[src/rtl/wall_clk_counter_bank.sv]
// Multi-channel wall-clock / event counter bank with a shared 1 us prescaler,
// atomic all-channel snapshot and sticky per-channel overflow flags.
module wall_clk_counter_bank #(
  parameter int TICK_DIV  = 100,
  parameter int CNT_WIDTH = 32,
  parameter int NUM_CH    = 4
) (
  input  logic                        clk,
  input  logic                        resetn,
  input  logic                        cnt_clear,
  input  logic [NUM_CH-1:0]           ch_en,
  input  logic [NUM_CH-1:0]           ch_mode,
  input  logic [NUM_CH-1:0]           ch_event,
  input  logic                        snap_req,
  output logic                        us_tick,
  output logic [NUM_CH*CNT_WIDTH-1:0] cnt_val,
  output logic [NUM_CH*CNT_WIDTH-1:0] snap_val,
  output logic                        snap_valid,
  output logic [NUM_CH-1:0]           ovf
);

  localparam int PW = (TICK_DIV > 1) ? $clog2(TICK_DIV) : 1;
  localparam logic [PW-1:0] PRESC_LAST = PW'(TICK_DIV - 1);

  logic [PW-1:0] presc;

  // us_tick is registered, so it rises one cycle after the prescaler's last count
  always_ff @(posedge clk or negedge resetn) begin
    if (!resetn) begin
      presc   <= '0;
      us_tick <= 1'b0;
    end else if (cnt_clear) begin
      presc   <= '0;
      us_tick <= 1'b0;
    end else begin
      us_tick <= (presc == PRESC_LAST);
      presc   <= (presc == PRESC_LAST) ? '0 : presc + PW'(1);
    end
  end

  for (genvar i = 0; i < NUM_CH; i++) begin : g_ch
    logic [CNT_WIDTH-1:0] cnt;
    logic                 ovf_r;
    logic                 inc;

    assign inc = ch_en[i] & (ch_mode[i] ? ch_event[i] : us_tick);

    always_ff @(posedge clk or negedge resetn) begin
      if (!resetn) begin
        cnt   <= '0;
        ovf_r <= 1'b0;
      end else if (cnt_clear) begin
        cnt   <= '0;
        ovf_r <= 1'b0;
      end else if (inc) begin
        cnt <= cnt + CNT_WIDTH'(1);
        if (&cnt) ovf_r <= 1'b1;
      end
    end

    assign cnt_val[i*CNT_WIDTH +: CNT_WIDTH] = cnt;
    assign ovf[i] = ovf_r;
  end

  // Snapshot captures the pre-edge counters, so a coincident clear is not seen
  always_ff @(posedge clk or negedge resetn) begin
    if (!resetn) begin
      snap_val   <= '0;
      snap_valid <= 1'b0;
    end else begin
      snap_valid <= snap_req;
      if (snap_req) snap_val <= cnt_val;
    end
  end

endmodule

[config.mk]
export PLATFORM = sky130hd
export DESIGN_NAME = wall_clk_counter_bank
export DESIGN_NICKNAME = d
export VERILOG_FILES = /design/src/rtl/wall_clk_counter_bank.sv
export SDC_FILE = /design/constraint.sdc
export NUM_CORES = 1
export LEC_CHECK = 0
export CAP_MARGIN = 0
export CELL_PAD_IN_SITES_DETAIL_PLACEMENT = 1
export CELL_PAD_IN_SITES_GLOBAL_PLACEMENT = 1
export CORE_MARGIN = 2
export CORE_UTILIZATION = 35
export CTS_BUF_LIST = sky130_fd_sc_hd__clkbuf_16
export DETAILED_ROUTE_END_ITERATION = 10
export PLACE_DENSITY = 0.8
export SETUP_SLACK_MARGIN = 0.15
export SYNTH_ARGS = -nofsm -noshare
export SYNTH_HDL_FRONTEND = slang
export SYNTH_SLANG_ARGS = --single-unit
[constraint.sdc]
create_clock -name clk -period 6.1 [get_ports clk]
set_clock_uncertainty 0.2 [all_clocks]
set_input_delay 1.22 -clock clk [delete_from_list [all_inputs] [get_ports clk]]
set_output_delay 1.22 -clock clk [all_outputs]
set_load 0.02 [all_outputs]
==> results.json <==
{
  "numCtsBuffers": 30,
  "cts_tree": "built",
  "grt_pass1_wl_mm": 56.8,
  "reg2reg_from": "us_tick",
  "required_ps": 6370,
  "overflow": 0,
  "synth_area_leader_cell": "dfrtp_1",
  "vias": 9914,
  "setup-tns-final_ps": 0,
  "route.detailed.drc": 0,
  "worst_pin_slew_ps": 886,
  "postCtsSetupBuffers": 0,
  "coreArea_um2": 34500,
  "synth_fp_nets": 1092,
  "ctsResizeCount": 0,
  "ys_seq_area_share_pct": 55.1,
  "drive_above_1_share_pct": 14.8,
  "grt_max_degree": 143,
  "worst_ep_arrival_time_ps": 3750,
  "syn_avg_cell_area_um2": 11.4,
  "period_needed_ps": 3480,
  "finalSetupViolations": 0,
  "ys_top_cells_by_area": "dfrtp_1, mux2_2, or4_1",
  "worstSetupPathType": "input port to register",
  "power_density_nw_per_um2": 227,
  "track_usage_pct": 19.1,
  "synthCells": 1071,
  "route.antenna.remaining_nets": 0,
  "cts_root_buf": "clkbuf_16",
  "syn_to_final_growth_pct": 33.3,
  "worst_r2r_endpoint": "g_ch[3].cnt[16]",
  "portBuffers": 277,
  "pin_count": 278,
  "path_clk_slew_ps": 60,
  "finalCritPeriodShare_pct": 57.1,
  "crit_slowest_cell": "or4_1",
  "cpPeakStageDelay_ps": 760,
  "drtIter0Drc": 404,
  "clock_latency_ps": 550,
  "synth_cell_type_count": 41,
  "path_delay_family": "simple AND/OR/NAND/NOR gates",
  "cp_max_fo": 21,
  "path_buf_inv": 1,
  "start_util_pct": 35.5,
  "slew_headroom_pct": 40.8,
  "die_h_um": 191,
  "max_freq_ghz": 0.287,
  "grt_setup_unrepaired": "no",
  "cts_buffer_depth": 3,
  "place.gp.congestion": 0.781,
  "antenna_found_initial": 1,
  "reg2regPathDepth": 4,
  "crit_path_end_kind": "register",
  "nNetsFinal": 1340,
  "drt_pass1_iterations": 4,
  "cts_hold_buffers": 0,
  "endpoint": "g_ch[3].cnt[19]",
  "yosysTopAreaCellShare_pct": 55.1,
  "routed_wl_mm": 35.2,
  "netlist_area_um2": 12200,
  "r2r_slack_ps": 3030,
  "rows": 68,
  "outcome": "finished clean",
  "die_w_um": 191,
  "maxCapViolCount": 0,
  "drt-wirelength-per-cell_um": 19.6,
  "startpoint_type": "input port",
  "crit_chain": "clkdlybuf4s50_1 > and4_1 > nand4_1 > or4_1 > a21oi_1",
  "final_max_slew_viol_count": 0,
  "synth-edff-count": 0,
  "ys.flop_type": "dfrtp_1",
  "hold_viol": 0,
  "vdd_drop_max_mv": 0.206,
  "min_path_type": "register to register",
  "hpwl_mm": 23.5,
  "crit_path_start": "ch_en[3]",
  "cts.sinks": 269,
  "ys_seq_elements": 269,
  "hold_ws_ps": 288,
  "power_leakage_uw": 0.00671,
  "vias_per_cell": 5.52,
  "yosysWarnings": 0,
  "crit_cells": 5,
  "grt_pass1_vias": 10438,
  "dieArea_um2": 36400,
  "cts_max_level": 1,
  "synthArstFlopShare_pct": 100,
  "diodes": 0
}
## cell type report
| cell class | instances | area [µm²] |
|---|---|---|
| Multi-Input combinational cell | 722 | 5160 |
| Fill cell | 3684 | 18200 |
| Tap cell | 455 | 569 |
| Clock buffer | 31 | 776 |
| Sequential cell | 269 | 6730 |
| Clock inverter | 24 | 178 |
| Timing Repair Buffer | 283 | 2830 |
| Inverter | 13 | 48.8 |
## flip-flops by register name, summed over array words and instances, names as in the netlist
register    cells
snap_valid      1
g_ch.ovf_r      4
presc           7
snap_val      128
us_tick         1
g_ch.cnt      128
## how the worst min path moves through the flow
stage / from / end / slack [ps] / cells after the start
floorplan: presc[0] / presc[0] / 250 / 1
global placement: presc[0] / presc[0] / 280 / 1
detailed placement: presc[0] / presc[0] / 290 / 1
CTS: presc[0] / presc[0] / 290 / 1
global route: presc[0] / presc[0] / 320 / 1
finish: presc[0] / presc[0] / 290 / 1
## cells in the mapped netlist, types with 6 or more instances
master,n
nor4_1,9
and3_1,15
nor2b_1,8
or4_1,62
xnor2_1,15
xor2_1,23
a21oi_1,85
or3_1,26
mux2_2,139
nand4_1,45
nand2_1,48
nor2_1,49
o21ai_0,22
inv_1,13
dfrtp_1,269
buf_1,7
and4_1,20
buf_2,6
o31ai_1,57
nor3_1,11
nand3_1,52
clkbuf_1,49
## cell families after synthesis
group,count (synthesis),share of synthesized area [%]
XOR/XNOR,38,2.72
AO/OA/AOI/OAI,172,8.48
adder cells (fa/ha/maj),5,0.512
AND/OR/NAND/NOR,363,17.3
buffers and inverters,80,2.70
flip-flops,269,55.1
multiplexers,144,13.2
## stage by stage
stage               power, µW  utilization (%)  instances  setup slack (ps)  area [µm²]
detailed placement       1970             44.5       1742              2100       15300
floorplan                1890                -       1071              3140       12200
finish                   3700             47.3       1797              2620       16300
global route             3850             47.3       1797              2440       16300
global placement         1970             44.5       1742              2250       15300
CTS                      3760             47.3       1797              2610       16300
## layer usage
| layer | global-route usage (%) | up-vias | share of wire (%) |
|---|---|---|---|
| met5 | 0 | - | 0.031 |
| li1 | - | 4502 | - |
| met1 | 24.3 | 5129 | 42 |
| met3 | 4.27 | 47 | 6.0 |
| met2 | 33.4 | 234 | 50 |
| met4 | 3.31 | 2 | 1.3 |
## cells in the final DEF (no fill, tap or decap), types with 19 or more instances in the layout
cell type          n
and4_1            20
mux2_2           139
nand4_1           45
nand2_1           48
dfrtp_1          269
nor2_1            49
inv_1             19
clkdlybuf4s50_1  274
xor2_1            23
a21oi_1           85
clkbuf_16         31
or3_1             26
o21ai_0           22
nand3_1           52
or4_1             62
o31ai_1           57
## power breakdown
part	switching, µW	leakage (µW)	internal [µW]	total (µW)
combinational	92.1	0.00246	42.8	135
sequential	6.50	0.00375	1790	1800
clock	736	0.000496	1040	1770
total	835	0.00671	2870	3700
(Power assumes the default switching activity.)
